### src/rtl/is_prime_pkg.sv
// Shared types and helpers for the is_prime engine arbiter.
package is_prime_pkg;

  localparam int DEFAULT_VALUE_W = 32;

  typedef enum logic [1:0] {
    IDLE  = 2'd0,
    RUN   = 2'd1,
    DRAIN = 2'd2,
    HIT   = 2'd3
  } arb_state_t;

  // Width of a requester index; never narrower than one bit.
  function automatic int idx_w(input int n);
    return (n > 1) ? $clog2(n) : 1;
  endfunction

endpackage

### src/rtl/is_prime_arbiter_rr_pick.sv
// Combinational round-robin picker: first requester at or above ptr, else lowest overall.
module rr_pick
  import is_prime_pkg::*;
#(
  parameter int NUM_REQ = 4,
  parameter int IDX_W   = idx_w(NUM_REQ)
) (
  input  logic [NUM_REQ-1:0] req,
  input  logic [IDX_W-1:0]   ptr,
  output logic [NUM_REQ-1:0] grant,
  output logic [IDX_W-1:0]   idx,
  output logic               any
);

  // Two passes: upper window first, then wrap around to the bottom.
  always_comb begin
    grant = {NUM_REQ{1'b0}};
    idx   = {IDX_W{1'b0}};
    any   = 1'b0;
    for (int j = 0; j < NUM_REQ; j++) begin
      if (!any && req[j] && (IDX_W'(j) >= ptr)) begin
        grant[j] = 1'b1;
        idx      = IDX_W'(j);
        any      = 1'b1;
      end
    end
    for (int j = 0; j < NUM_REQ; j++) begin
      if (!any && req[j]) begin
        grant[j] = 1'b1;
        idx      = IDX_W'(j);
        any      = 1'b1;
      end
    end
  end

endmodule

### src/rtl/is_prime_arbiter.sv
// Round-robin arbiter sharing one is_prime engine between NUM_REQ requesters.
// Define IS_PRIME_ARB_CACHE_EN to add a one-entry result cache (HIT state).
module is_prime_arbiter
  import is_prime_pkg::*;
#(
  parameter int NUM_REQ = 4,
  parameter int VALUE_W = DEFAULT_VALUE_W
) (
  input  logic                       clk,
  input  logic                       rst_n,
  input  logic [NUM_REQ-1:0]         req,
  input  logic [NUM_REQ*VALUE_W-1:0] req_value,
  output logic [NUM_REQ-1:0]         ack,
  output logic                       rsp_prime,
  output logic                       eng_start,
  output logic [VALUE_W-1:0]         eng_value,
  input  logic                       eng_result,
  input  logic                       eng_done
);

  localparam int IDX_W = idx_w(NUM_REQ);

  arb_state_t           state_q, state_d;
  logic [IDX_W-1:0]     ptr_q, ptr_d;
  logic [NUM_REQ-1:0]   win_q, win_d;
  logic [NUM_REQ-1:0]   ack_q, ack_d;
  logic                 rsp_q, rsp_d;
  logic                 start_q, start_d;
  logic [VALUE_W-1:0]   value_q, value_d;
  logic                 prev_done_q;

  logic [NUM_REQ-1:0]   pick_grant;
  logic [IDX_W-1:0]     pick_idx;
  logic                 pick_any;
  logic [VALUE_W-1:0]   pick_value;
  logic [IDX_W-1:0]     ptr_next;
  logic                 done_rise;

`ifdef IS_PRIME_ARB_CACHE_EN
  logic                 cache_valid_q, cache_valid_d;
  logic [VALUE_W-1:0]   cache_value_q, cache_value_d;
  logic                 cache_result_q, cache_result_d;
`endif

  rr_pick #(.NUM_REQ(NUM_REQ), .IDX_W(IDX_W)) u_rr_pick (
    .req   (req),
    .ptr   (ptr_q),
    .grant (pick_grant),
    .idx   (pick_idx),
    .any   (pick_any)
  );

  // Winner operand mux and pointer increment.
  always_comb begin
    pick_value = {VALUE_W{1'b0}};
    for (int j = 0; j < NUM_REQ; j++) begin
      if (pick_grant[j]) begin
        pick_value = req_value[j*VALUE_W +: VALUE_W];
      end
    end
    if (pick_idx == IDX_W'(NUM_REQ - 1)) begin
      ptr_next = {IDX_W{1'b0}};
    end else begin
      ptr_next = pick_idx + {{(IDX_W-1){1'b0}}, 1'b1};
    end
  end

  assign done_rise = eng_done && !prev_done_q;

  // Next-state and output logic.
  always_comb begin
    state_d = state_q;
    ptr_d   = ptr_q;
    win_d   = win_q;
    ack_d   = {NUM_REQ{1'b0}};
    rsp_d   = rsp_q;
    start_d = start_q;
    value_d = value_q;
`ifdef IS_PRIME_ARB_CACHE_EN
    cache_valid_d  = cache_valid_q;
    cache_value_d  = cache_value_q;
    cache_result_d = cache_result_q;
`endif
    case (state_q)
      IDLE: begin
        if (pick_any) begin
          win_d = pick_grant;
          ptr_d = ptr_next;
`ifdef IS_PRIME_ARB_CACHE_EN
          if (cache_valid_q && (cache_value_q == pick_value)) begin
            state_d = HIT;
          end else begin
            value_d = pick_value;
            start_d = 1'b1;
            state_d = RUN;
          end
`else
          value_d = pick_value;
          start_d = 1'b1;
          state_d = RUN;
`endif
        end else begin
          state_d = IDLE;
        end
      end
      RUN: begin
        if (done_rise) begin
          ack_d   = win_q;
          rsp_d   = eng_result;
          start_d = 1'b0;
          state_d = DRAIN;
`ifdef IS_PRIME_ARB_CACHE_EN
          cache_valid_d  = 1'b1;
          cache_value_d  = value_q;
          cache_result_d = eng_result;
`endif
        end else begin
          state_d = RUN;
        end
      end
      // A done level left over from the last job must clear before a new start.
      DRAIN: begin
        if (!eng_done) begin
          state_d = IDLE;
        end else begin
          state_d = DRAIN;
        end
      end
      HIT: begin
`ifdef IS_PRIME_ARB_CACHE_EN
        ack_d = win_q;
        rsp_d = cache_result_q;
`endif
        state_d = IDLE;
      end
      default: begin
        start_d = 1'b0;
        state_d = IDLE;
      end
    endcase
  end

  // State and output registers.
  always_ff @(posedge clk or negedge rst_n) begin
    if (!rst_n) begin
      state_q     <= IDLE;
      ptr_q       <= {IDX_W{1'b0}};
      win_q       <= {NUM_REQ{1'b0}};
      ack_q       <= {NUM_REQ{1'b0}};
      rsp_q       <= 1'b0;
      start_q     <= 1'b0;
      value_q     <= {VALUE_W{1'b0}};
      prev_done_q <= 1'b0;
    end else begin
      state_q     <= state_d;
      ptr_q       <= ptr_d;
      win_q       <= win_d;
      ack_q       <= ack_d;
      rsp_q       <= rsp_d;
      start_q     <= start_d;
      value_q     <= value_d;
      prev_done_q <= eng_done;
    end
  end

`ifdef IS_PRIME_ARB_CACHE_EN
  // Single-entry verdict cache.
  always_ff @(posedge clk or negedge rst_n) begin
    if (!rst_n) begin
      cache_valid_q  <= 1'b0;
      cache_value_q  <= {VALUE_W{1'b0}};
      cache_result_q <= 1'b0;
    end else begin
      cache_valid_q  <= cache_valid_d;
      cache_value_q  <= cache_value_d;
      cache_result_q <= cache_result_d;
    end
  end
`endif

  assign ack       = ack_q;
  assign rsp_prime = rsp_q;
  assign eng_start = start_q;
  assign eng_value = value_q;

endmodule
### config.mk
export PLATFORM = sky130hd
export DESIGN_NAME = is_prime_arbiter
export DESIGN_NICKNAME = d
export VERILOG_FILES = /design/src/rtl/is_prime_pkg.sv /design/src/rtl/is_prime_arbiter_rr_pick.sv /design/src/rtl/is_prime_arbiter.sv
export SDC_FILE = /design/constraint.sdc
export NUM_CORES = 1
export LEC_CHECK = 0
export ABC_CLOCK_PERIOD_IN_PS = 1600
export BUFFER_PORTS_ARGS = -buffer_cell sky130_fd_sc_hd__buf_4
export CAP_MARGIN = 10
export CORE_MARGIN = 2
export CORE_UTILIZATION = 42
export CTS_CLUSTER_DIAMETER = 200
export CTS_CLUSTER_SIZE = 20
export DETAILED_ROUTE_END_ITERATION = 10
export GPL_TIMING_DRIVEN = 0
export HOLD_SLACK_MARGIN = 0.08
export PLACE_DENSITY = 0.77
export SLEW_MARGIN = 10
export SYNTH_ARGS = -nofsm -noshare
export SYNTH_HDL_FRONTEND = slang
export SYNTH_SLANG_ARGS = --single-unit
### constraint.sdc
create_clock -name clk -period 1.6 [get_ports clk]
set_input_delay 0 -clock clk [delete_from_list [all_inputs] [get_ports clk]]
set_output_delay 0 -clock clk [all_outputs]
set_load 0.005 [all_outputs]
After elaboration in Yosys (flattened, before gate mapping)
Cells that the tools add are included.
{ "op_classes": {"magnitude_cmp": 4, "n_eq_ne": 6, "n_addsub": 1, "mux": 36, "reduce_logical": 25} }
{ "ops": {"columns": ["operator", "n"], "rows": [
  ["$mux W32", 4],
  ["$mux W1", 19],
  ["$mux W2", 9],
  ["$logic_and A1 B1 Y1", 12],
  ["$logic_not A1 Y1", 8],
  ["$mux W4", 2],
  ["$pmux W2 S4", 1],
  ["$eq A2 B2 Y1 const B", 3],
  ["$ge A1 B2 Y1 const A", 2],
  ["$ge A2 B2 Y1 const A", 2],
  ["$ne A2 B2 Y1 const B", 2],
  ["$reduce_and A2 Y1", 2],
  ["$reduce_and A3 Y1", 1],
  ["$add A2 B1 Y2 const B", 1],
  ["$eq A2 B1 Y1 const B", 1],
  ["$logic_not A2 Y1", 1],
  ["$pmux W1 S2", 1],
  ["$reduce_bool A2 Y1", 1]
]} }
{ "word_totals": {"input_bits": 136, "register_bits": 47, "output_inout_bits": 38, "wordCells": 80} }

Depth between registers and ports, before layout
Gate-level depths: netlist of the first run.
{ "logic_depth": {"depth_word": 29, "mapped_depth": 7, "mapped_depth_nobuf": 5} }

Cells and area by module
A second synthesis of the first run with hierarchy kept.
{ "hier_totals": {"hier_cells": 371, "hier_area_um2": 3076.7} }
{ "by_module_without_submodules": {"columns": ["mod", "area_each_um2", "seq_area_each_um2", "n_inst", "cells_per_inst"], "rows": [
  ["is_prime_arbiter", 2854.0, 1176.1, 1, 338],
  ["rr_pick", 222.7, 0.0, 1, 33]
]} }

Worst setup path before layout of the first run
Ideal clock, no wire load.
{ "synth_timing": {"path_kind": "register to register", "start": "register ptr_q[1]", "end": "register value_q[23], in the netlist eng_value[23]", "path_buffers": 1, "stages_incl_launch_ff": 7, "path_slack_ps": 152, "synth_period_minus_slack_ps": 1448, "arrival_ps": 1322, "t_required_ps": 1474, "setup_time_ps": 126, "cell_sequence": "dfrtp_1 -> inv_1 -> o221a_1 -> buf_2 -> a22o_1 -> a211oi_1 -> o21ai_1"} }
{ "synth_between": {"elab_chain_cells": 28, "word_cells_on_any_way": 42, "cone_classes": "order compare: 4; mux: 19; reduce/logical: 19"} }
{ "synth_lines": {"columns": ["item", "line_no", "source"], "rows": [
  ["start: declaration", "is_prime_arbiter.sv:24", "logic [IDX_W-1:0] ptr_q, ptr_d;"],
  ["start signal: assignment", "is_prime_arbiter.sv:147", "ptr_q <= {IDX_W{1'b0}};"],
  ["start signal: assignment", "is_prime_arbiter.sv:156", "ptr_q <= ptr_d;"],
  ["$ge A1 B2 Y1", "is_prime_arbiter_rr_pick.sv:21", "if (!any && req[j] && (IDX_W'(j) >= ptr)) begin"],
  ["$logic_and A1 B1 Y1", "is_prime_arbiter_rr_pick.sv:21", null],
  ["$mux W1", "is_prime_arbiter_rr_pick.sv:21", null],
  ["$logic_not A1 Y1", "is_prime_arbiter_rr_pick.sv:21", null],
  ["$logic_and A1 B1 Y1 (2 in a row)", "is_prime_arbiter_rr_pick.sv:21", null],
  ["$mux W1", "is_prime_arbiter_rr_pick.sv:21", null],
  ["$logic_not A1 Y1", "is_prime_arbiter_rr_pick.sv:21", null],
  ["$logic_and A1 B1 Y1 (2 in a row)", "is_prime_arbiter_rr_pick.sv:21", null],
  ["[... 10 more ...]", null, null],
  ["$mux W1", "is_prime_arbiter_rr_pick.sv:28", "if (!any && req[j]) begin"],
  ["$logic_not A1 Y1", "is_prime_arbiter_rr_pick.sv:28", null],
  ["$logic_and A1 B1 Y1", "is_prime_arbiter_rr_pick.sv:28", null],
  ["$mux W1", "is_prime_arbiter_rr_pick.sv:28", null],
  ["$logic_not A1 Y1", "is_prime_arbiter_rr_pick.sv:28", null],
  ["$logic_and A1 B1 Y1", "is_prime_arbiter_rr_pick.sv:28", null],
  ["$mux W1", "is_prime_arbiter_rr_pick.sv:28", null],
  ["$mux W32 or $reduce_and A2 Y1 (tied branches)", null, null],
  ["end signal: assignment", "is_prime_arbiter.sv:152", "value_q <= {VALUE_W{1'b0}};"],
  ["end signal: assignment", "is_prime_arbiter.sv:161", "value_q <= value_d;"],
  ["end: declaration", "is_prime_arbiter.sv:29", "logic [VALUE_W-1:0] value_q, value_d;"]
]} }
Parallel ways exist; a longest one is shown, timed or not.
A chain may end at the register's enable or synchronous reset.

Worst setup path after layout of the first run
{ "layout_timing": {"start": "register ptr_q[1]", "end": "register value_q[7], in the netlist eng_value[7]"} }
Same word-level chain as after synthesis.

==> flow_summary_export.csv, run 1 <==
group,metric,value,unit
clock_tree,cts_sinks,47,
floorplanning,die_h,82.7,um
placement,portBuffers,173,
worst_setup_path,required,1.79,ns
timing,drv_slew,0,
worst_setup_path,worst_path_largest_cell_delay,0.48,ns
hold_path,hp-class,"in -> reg",
final_layout,fin_area,5350,um^2
power_and_ir_drop,ir_drop,0.906,mV
worst_setup_path,startpoint_type,"register",
power_and_ir_drop,p_switching,3.03,mW
outcome,failed_checks,"setup timing",
yosys,yosysTopAreaCell,"dfrtp_1",
worst_setup_path,critical_path.cell_chain,"o211ai_1 -> buf_4 -> o21ai_4 -> buf_6 -> a22oi_1 -> a31oi_1",
route,drtIter0Drc,284,
route,final_antenna_net_count,0,
placement,hpwlAfterDp,6840,um
placement,dpl_cell_area,3990,um^2
yosys,ys_warn_count,0,
timing,clock_skew,0.0162,ns
final_layout,utilization,0.899,
yosys,ys_top_cells_by_area,"dfrtp_1, a22oi_1, nand2b_1, o22ai_1, a31oi_1",
floorplanning,rows,28,
worst_setup_path,arrival,1.81,ns
yosys,syn_area,2600,um^2
global_routing,grt_pass1_vias,3736,
power_and_ir_drop,clkPwrFrac,0.139,
route,drc_errors,0,
power_and_ir_drop,comb_power_share,0.579,
power_and_ir_drop,p_int,4.55,mW
floorplanning,ios,174,
clock_tree,htree_levels,2,
clock_tree,path_clk_slew,0.11,ns
timing,fin_crit,1.63,ns
yosys,synth_cells,284,
yosys,synth.distinct_cells,31,
timing,holdWs,0.0821,ns
timing,timing.final.crit_share,1.02,
yosys,synth_async_sr_flop_share,1.00,
worst_setup_path,crit_path_top_delay_cell,"dfrtp_2",
clock_tree,cts_max_path_buffers,2,
timing,tns,-0.0530,ns
global_routing,antenna_found_initial,0,
clock_tree,clock_latency,0.31,ns
worst_setup_path,criticalPathCategory,"reg -> reg",
floorplanning,core_area,5960,um^2
final_layout,fillers,269,
route,drt_pass1_iterations,5,
clock_tree,cts_made_buffers,5,
timing,worst_slack,-0.0280,ns
power_and_ir_drop,seqPwrFrac,0.283,
timing,setup-violations-final,3,
floorplanning,initial_core_util,0.437,
yosys,synth_fp_nets,420,
final_layout,area_delta_synth_final,106,%
placement,place.gp.congestion,0.799,
worst_setup_path,critPathTopFamily,"compound AO/OA/AOI/OAI gates",
floorplanning,fp.dieW,82.7,um
outcome,status,"complete, but fails checks",
power_and_ir_drop,p_sw_frac,0.399,
global_routing,grt_usage,0.347,
yosys,synth_ff_type,"dfrtp_1",
global_routing,grt_pass1_wl,17800,um
route,wl_per_cell,20.8,um
power_and_ir_drop,p_leak,2.41,nW
route,drt_wl_total,13500,um
timing,max_slew_margin,0.584,
global_routing,overflow,0,
power_and_ir_drop,powerDensity,1420,nW/um^2
run,drv_cap,0,
clock_tree,cts_tree,"yes",
timing,tightest_slew,0.623,ns
yosys,syn_avg_cell_area,9.15,um^2
route,vias,3893,
worst_setup_path,worst-path-buf-inv,2,
final_layout,drive_gt1_frac,0.400,
power_and_ir_drop,power.total,7.58,mW
clock_tree,cts_root_buf,"clkbuf_8",
floorplanning,die-area,6840,um^2
final_layout,nets,707,
worst_setup_path,cp-end-kind,"register",
yosys,ys_ff_latch,47,
yosys,synth-seq-area-share,0.452,
timing,hold_viol_final,0,
yosys,synth_edf_count,0,
timing,max_freq,614,MHz
yosys,post-synth-top-area-fraction,0.452,
worst_setup_path,cp_max_fo,10,
route,vias_per_cell,6.01,
global_routing,grt_max_degree,48,
==> placed cells by master, fill, tap and decap left out, drive strengths merged, types with 5 or more instances in the layout <==
| cell | n |
|---|---|
| buf | 198 |
| dlygate4sd3 | 102 |
| dfrtp | 47 |
| nand2 | 41 |
| nand2b | 32 |
| o22ai | 31 |
| a31oi | 30 |
| a22oi | 30 |
| o21ai | 12 |
| clkbuf | 11 |
| and2 | 5 |
==> worst reg2reg max path, cell delays in order, from the launching register on <==
cell and delay [ns]:
dfrtp_2 0.48, o211ai_1 0.21, buf_4 0.17, o21ai_4 0.09
buf_6 0.17, a22oi_1 0.24, a31oi_1 0.14
==> cells in the mapped netlist, types with 2 or more instances <==
cell type / n
dfrtp_1: 47
nand2_1: 41
nand2b_1: 32
o22ai_1: 31
a22oi_1: 30
a31oi_1: 30
buf_2: 18
o21ai_0: 8
and2_1: 5
nor2_1: 4
nor2b_1: 4
a21oi_1: 3
buf_6: 3
inv_1: 3
o21a_1: 3
o21ai_1: 3
a2bb2oi_1: 2
buf_4: 2
clkbuf_1: 2
o211ai_1: 2
==> kinds of logic after synthesis <==
group,count (synthesis),share of synthesized area
buf+inv,28,0.0606
compound gates,119,0.310
flops,47,0.452
simple gates,88,0.169
mux,2,0.00818
==> flip-flops by register name (all words and copies together), names as in the netlist <==
name and count:
ptr_q 2, eng_value 32, win_q 4, prev_done_q 1, rsp_prime 1, ack 4, eng_start 1, state_q 2
==> worst paths after layout <==
| kind | startpoint | endpoint | slack, ns | cells after the start |
|---|---|---|---|---|
| min | req_value[47] | eng_value[15] | 0.08 | 3 |
| min reg2reg | win_q[0] | win_q[0] | 0.48 | 2 |
| min in group asynchronous | rst_n | ack[1] | 0.30 | 2 |
| max in group asynchronous | rst_n | ptr_q[0] | 0.85 | 2 |
| max reg2reg | ptr_q[1] | eng_value[7] | -0.03 | 6 |
| max | ptr_q[1] | eng_value[7] | -0.03 | 6 |
==> stage by stage <==
stage,std cells,setup slack (ns)
finish,648,-0.0280
detailed placement,532,-0.0842
CTS,642,0.0144
floorplan,284,0.152
global placement,532,-0.0738
global route,647,-0.0875
==> final cells by class <==
| cell class | instances | area [um^2] | area share |
|---|---|---|---|
| inverters | 3 | 11.3 | 0.00210 |
| flip-flops and latches | 47 | 1180 | 0.220 |
| well taps | 75 | 93.8 | 0.0175 |
| clock buffers | 6 | 72.6 | 0.0136 |
| repair buffers | 281 | 2360 | 0.442 |
| multi-input cells | 209 | 1330 | 0.249 |
| diodes | 1 | 2.50 | 0.000468 |
| clock inverters | 2 | 60.1 | 0.0112 |
| plain buffers | 24 | 234 | 0.0437 |
==> power by group through the flow <==
| stage | Combinational [mW] | Clock [mW] | Sequential (mW) |
|---|---|---|---|
| 2_1_floorplan | 1.93 | 0 | 2.09 |
| 3_3_place_gp | 3.44 | 0 | 2.05 |
| 3_5_place_dp | 3.50 | 0 | 2.09 |
| 4_1_cts | 3.79 | 1.05 | 2.06 |
| 5_1_grt | 4.63 | 1.10 | 2.18 |
| 6_report | 4.39 | 1.05 | 2.14 |
==> repair_timing <==
item | in CTS | in global routing
endpoints found under the hold margin | 83 | 0
setup endpoints to repair | 31 | 34
pin swaps | 1 | 5
hold buffers | 102 | 0
gates cloned | 0 | 1
gates resized for setup | 14 | 41
setup buffers | 1 | 4
==> per-layer routing <==
| layer | vias up | global-route usage | share of wire |
|---|---|---|---|
| li1 | 1632 | - | - |
| met1 | 1836 | 0.381 | 0.34 |
| met2 | 334 | 0.623 | 0.50 |
| met3 | 91 | 0.0696 | 0.090 |
| met4 | 0 | 0.192 | 0.067 |
| met5 | - | 0 | 0 |
No activity file was read; power rests on OpenSTA's default activity.
==> run 2: changes to the inputs <==
- ABC_AREA: default -> 1
- CORE_ASPECT_RATIO: default -> 1.1
- CORE_UTILIZATION: 42 -> 44
- SLEW_MARGIN: 10 -> 20
==> flow_summary_export.csv, run 2 <==
group,metric,value,unit
final_layout,multiInputGateArea,1620,um^2
timing,worst_slack,-0.168,ns
placement,hpwlAfterDp,7400,um
worst_setup_path,criticalPathCategory,"reg -> reg",
yosys,synth_fp_nets,558,
worst_setup_path,r2r_end,"eng_value[28]",
global_routing,grt_usage,0.395,
power_and_ir_drop,p_leak,3.24,nW
global_routing,grt_max_degree,48,
placement,place.gp.congestion,0.883,
worst_setup_path,cp-end-kind,"register",
global_routing,grt_pass1_wl,22400,um
timing,fin_crit,1.77,ns
timing,drv_slew,0,
final_layout,regArea,1180,um^2
hold_path,hp-class,"in -> reg",
clock_tree,cts_sinks,47,
hold_path,min-delay-start,"req_value[101]",
worst_setup_path,r2r-start,"ptr_q[1]",
yosys,synth.distinct_cells,21,
final_layout,nets,860,
worst_setup_path,cp_max_fo,10,
clock_tree,cts_max_path_buffers,2,
yosys,post-synth-top-area-fraction,0.399,
timing,setup-violations-final,38,
yosys,synth_most_common_cell,"nand2_1",
run,drv_cap,0,
outcome,status,"complete, but fails checks",
worst_setup_path,startpoint_type,"register",
global_routing,overflow,0,
clock_tree,clock_latency,0.31,ns
clock_tree,htree_levels,2,
timing,holdWs,0.0887,ns
yosys,ys_ff_latch,47,
timing,hold_viol_final,0,
route,drtIter0Drc,263,
floorplanning,ios,174,
yosys,synth_ff_type,"dfrtp_1",
final_layout,drive_gt1_frac,0.330,
global_routing,grt_pass1_vias,4665,
final_layout,area_delta_synth_final,97.3,%
worst_setup_path,r2r_slack,-0.17,ns
yosys,yosysTopAreaCell,"dfrtp_1",
floorplanning,die_h,89.8,um
final_layout,layout_commonest_cell,"nand2_1",
timing,max_slew_margin,0.595,
floorplanning,core_area,6560,um^2
global_routing,antenna_found_initial,0,
yosys,ys_top_cells_by_area,"dfrtp_1, nand2_1, o211ai_1, o21bai_1, buf_4",
worst_setup_path,critical_path.endpoint,"eng_value[28]",
route,vias,4499,
yosys,synth-seq-area-share,0.399,
timing,timing.final.crit_share,1.10,
floorplanning,die-area,7370,um^2
clock_tree,cts_root_buf,"clkbuf_8",
yosys,syn_area,2950,um^2
floorplanning,initial_core_util,0.450,
floorplanning,rows,31,
route,wl_per_cell,18.6,um
route,drc_errors,0,
placement,portBuffers,173,
worst_setup_path,crit_start,"ptr_q[1]",
timing,clock_skew,0.00963,ns
floorplanning,fp.dieW,82.0,um
route,drt_pass1_iterations,5,
clock_tree,cts_tree,"yes",
yosys,ys_warn_count,0,
final_layout,largest_reg_flops,32,
power_and_ir_drop,powerDensity,1310,nW/um^2
clock_tree,path_clk_slew,0.09,ns
route,drt_wl_total,15000,um
timing,rsz0062_at_grt,"true",
outcome,failed_checks,"setup timing",
worst_setup_path,required,1.79,ns
yosys,synth_cells,422,
yosys,synth_edf_count,0,
final_layout,final_cell_mix,"nand2_1, buf_4, dlygate4sd3_1",
worst_setup_path,worstRegToRegCells,11,
placement,pre_cts_slack,-0.112,ns
timing,tightest_slew,0.608,ns
yosys,synth_async_sr_flop_share,1.00,
yosys,syn_avg_cell_area,6.99,um^2
yosys,ys_top_cells_by_count,"nand2_1, dfrtp_1, o211ai_1",
timing,max_freq,566,MHz
route,final_antenna_net_count,0,
worst_setup_path,arrival,1.96,ns
clock_tree,cts_made_buffers,5,
final_layout,fillers,332,
route,vias_per_cell,5.57,
power_and_ir_drop,ir_drop,0.867,mV
final_layout,diodes,0,
run 2: layer usage:
layer | wire length [um] | up-vias | track usage
li1 | - | 1964 | -
met1 | 5080 | 2094 | 0.425
met2 | 7710 | 336 | 0.663
met3 | 1090 | 105 | 0.0833
met4 | 1130 | 0 | 0.288
met5 | 0 | - | 0
run 2: kinds of logic (layout without fill, tap and decap cells):
family,count (synthesis),after routing,share of synthesized area
compound gates,72,72,0.178
buf+inv,40,343,0.0734
flops,47,47,0.399
simple gates,263,263,0.349
run 2: stage by stage:
stage | cell area [um^2] | power, mW | setup TNS (ns) | utilization | cells
floorplan | 2950 | 4.13 | 0 | - | 422
global placement | 4350 | 5.56 | -1.01 | 0.663 | 677
detailed placement | 4350 | 5.66 | -2.00 | 0.663 | 677
CTS | 5750 | 7.16 | -0.0714 | 0.878 | 804
global route | 5820 | 8.05 | -6.52 | 0.887 | 807
finish | 5820 | 7.63 | -3.35 | 0.887 | 807
run 2: what timing repair did:
| action | CTS | global route |
|---|---|---|
| pin swaps | 8 | 9 |
| gates cloned | 3 | 0 |
| setup endpoints to repair | 32 | 40 |
| hold endpoints to repair | 85 | 0 |
| resized for setup | 40 | 12 |
| hold buffers | 109 | 0 |
| setup buffers | 7 | 3 |
run 2: report_power, final:
part | switching (mW) | leakage, nW | total (mW) | internal (mW)
logic | 2.50 | 2.59 | 4.74 | 2.24
registers | 0.295 | 0.592 | 1.98 | 1.69
clock network | 0.442 | 0.0587 | 0.916 | 0.474
run 2: area by class of cell:
cell class	instances	share of cell area
clock inverter	3	0.00818
multi-input combinational	335	0.278
timing repair buffer	295	0.429
tap	82	0.0176
sequential	47	0.202
clock buffer	5	0.0118
buffer	26	0.0443
inverter	14	0.00904
run 2: worst max-delay path, cell delays in order, from the launching register on:
cell and delay [ns]:
dfrtp_1 0.42, nand2_1 0.16, nand2_2 0.08, nand2_2 0.08
nor2_4 0.05, nand2_1 0.11, nand2_4 0.11, buf_6 0.16
nand2_1 0.09, nand2_1 0.07, o21bai_1 0.20, nand2_1 0.10
run 2: how the worst min path moves through the flow:
stage / to / slack, ns / depth (start not counted)
detailed placement: eng_value[20] / 0.06 / 1
global route: eng_value[19] / 0.09 / 4
CTS: eng_value[0] / 0.08 / 4
floorplan: ack[0] / -0.30 / 0
global placement: eng_value[22] / 0.05 / 1
finish: eng_value[5] / 0.09 / 4
==> run 3: changes to the inputs <==
- PLACE_DENSITY: 0.77 -> 0.81
==> flow_summary_export.csv, run 3 (synthesized netlist as in run 2, its figures left out) <==
group,metric,value,unit
global_routing,grt_usage,0.356,
clock_tree,path_clk_slew,0.10,ns
worst_setup_path,critical_path.cell_chain,"nor2_2 -> nand2_2 -> nand2_2 -> nor2_4 -> nand2_1 -> nand2_4 -> buf_6 -> nand2_1 -> nand2_1 -> o21bai_1 -> nand2_1",
route,wl_per_cell,18.5,um
placement,dpl_cell_area,4350,um^2
clock_tree,clock_latency,0.31,ns
final_layout,area_delta_synth_final,100,%
route,m1WireLength,4920,um
worst_setup_path,required,1.78,ns
route,final_antenna_net_count,0,
floorplanning,fp.dieW,82.0,um
worst_setup_path,worst_path_largest_cell_delay,0.43,ns
power_and_ir_drop,p_leak,3.27,nW
outcome,failed_checks,"setup timing",
timing,setup-violations-final,35,
worst_setup_path,cp-end-kind,"register",
timing,worst_slack,-0.180,ns
floorplanning,initial_core_util,0.450,
clock_tree,cts_tree,"yes",
floorplanning,die-area,7370,um^2
worst_setup_path,startpoint_type,"register",
timing,timing.final.crit_share,1.11,
outcome,status,"complete, but fails checks",
worst_setup_path,arrival,1.96,ns
final_layout,regArea,1180,um^2
clock_tree,cts_max_path_buffers,2,
route,wl_met2,7530,um
final_layout,nets,858,
run,drv_cap,0,
final_layout,fillers,277,
final_layout,drive_gt1_frac,0.355,
global_routing,grt_max_degree,48,
route,vias,4550,
final_layout,largest_reg_flops,32,
global_routing,antenna_found_initial,0,
floorplanning,die_h,89.8,um
clock_tree,cts_root_buf,"clkbuf_8",
timing,clock_skew,0.0137,ns
route,top_layer,"met4",
power_and_ir_drop,powerDensity,1330,nW/um^2
floorplanning,ios,174,
timing,max_slew_margin,0.592,
route,drt_pass1_iterations,5,
timing,tns,-2.24,ns
route,drtIter0Drc,448,
worst_setup_path,worst-path-buf-inv,1,
final_layout,final_cell_mix,"nand2_1, buf_4, dlygate4sd3_1",
timing,hold_viol_final,0,
global_routing,overflow,0,
global_routing,grt_pass1_wl,20300,um
clock_tree,cts_made_buffers,5,
placement,hpwlAfterDp,7450,um
timing,fin_crit,1.78,ns
worst_setup_path,crit_path_top_delay_cell,"dfrtp_1",
route,drc_errors,0,
hold_path,hp-class,"in -> reg",
placement,portBuffers,173,
final_layout,fin_area,5900,um^2
worst_setup_path,crit_path_frequent_cell,"nand2_1",
placement,place.gp.congestion,0.982,
route,wl_met3,1290,um
timing,rsz0062_at_grt,"true",
timing,tightest_slew,0.611,ns
worst_setup_path,criticalPathCategory,"reg -> reg",
timing,holdWs,0.0747,ns
timing,max_freq,562,MHz
global_routing,grt_pass1_vias,4410,
floorplanning,core_area,6560,um^2
route,vias_per_cell,5.65,
final_layout,multiInputGateArea,1670,um^2
timing,drv_slew,0,
floorplanning,rows,31,
route,drt_wl_total,14900,um
final_layout,layout_commonest_cell,"nand2_1",
power_and_ir_drop,ir_drop,0.775,mV
clock_tree,htree_levels,2,
worst_setup_path,cp_max_fo,10,
worst_setup_path,critPathTopFamily,"simple AND/OR/NAND/NOR gates",
clock_tree,cts_sinks,47,
-- run 3: changes by cell type in the layout (fill, tap and decap cells not counted), moves of 2 or more --
cell / delta
nand2_1: -15
nand2_2: +13
buf_4: -4
o21ai_0: -4
buf_8: +3
clkbuf_16: +3
dlygate4sd3_1: -3
o21ai_1: +3
buf_6: -2
inv_6: +2
nand2_4: +2
-- run 3: cell type report --
type                       instances  area share
sequential                        47       0.199
tap                               82      0.0174
inverter                          14     0.00976
buffer                            26      0.0450
timing repair buffer             293       0.430
clock inverter                     3     0.00424
antenna                            1    0.000424
clock buffer                       5      0.0117
multi-input combinational        335       0.282
-- run 3: power breakdown --
| part | internal, mW | switching [mW] |
|---|---|---|
| clock | 0.319 | 0.451 |
| sequential | 1.69 | 0.332 |
| combinational | 2.46 | 2.59 |
-- run 3: final timing paths --
check / start / end / slack [ns] / cells after the start
worst min register to register: eng_value[19] / eng_value[19] / 0.49 / 2
min in group asynchronous: rst_n / eng_value[20] / 0.25 / 2
worst max register to register: ptr_q[1] / eng_value[6] / -0.18 / 11
max in group asynchronous: rst_n / eng_value[15] / 0.92 / 2
worst min-delay path: req_value[97] / eng_value[1] / 0.07 / 4
worst max-delay path: ptr_q[1] / eng_value[6] / -0.18 / 11
-- run 3: what timing repair did --
item	in CTS	in global routing
hold buffers	104	2
gates cloned	1	4
endpoints found under the setup margin	32	40
endpoints found under the hold margin	82	1
pin swaps	7	5
buffers inserted	4	5
resized for setup	31	49
-- run 3: worst reg2reg max path: stages (launching register included) --
cell	delay, ns
dfrtp_1	0.43
nor2_2	0.13
nand2_2	0.06
nand2_2	0.10
nor2_4	0.06
nand2_1	0.11
nand2_4	0.10
buf_6	0.16
nand2_1	0.11
nand2_1	0.10
o21bai_1	0.21
nand2_1	0.08
-- run 3: metrics by stage --
stage	power, mW	setup slack [ns]	util	instances
2_1_floorplan	4.13	0.187	-	422
3_3_place_gp	5.54	-0.0566	0.663	677
3_5_place_dp	5.65	-0.0863	0.663	677
4_1_cts	6.84	-0.00497	0.858	794
5_1_grt	8.30	-0.332	0.899	805
6_report	7.85	-0.180	0.899	806
-- run 3: metal layers --
layer	up-vias	global-route usage
met2	368	0.614
met4	0	0.235
li1	1950	-
met5	-	0
met3	124	0.0622
met1	2108	0.386
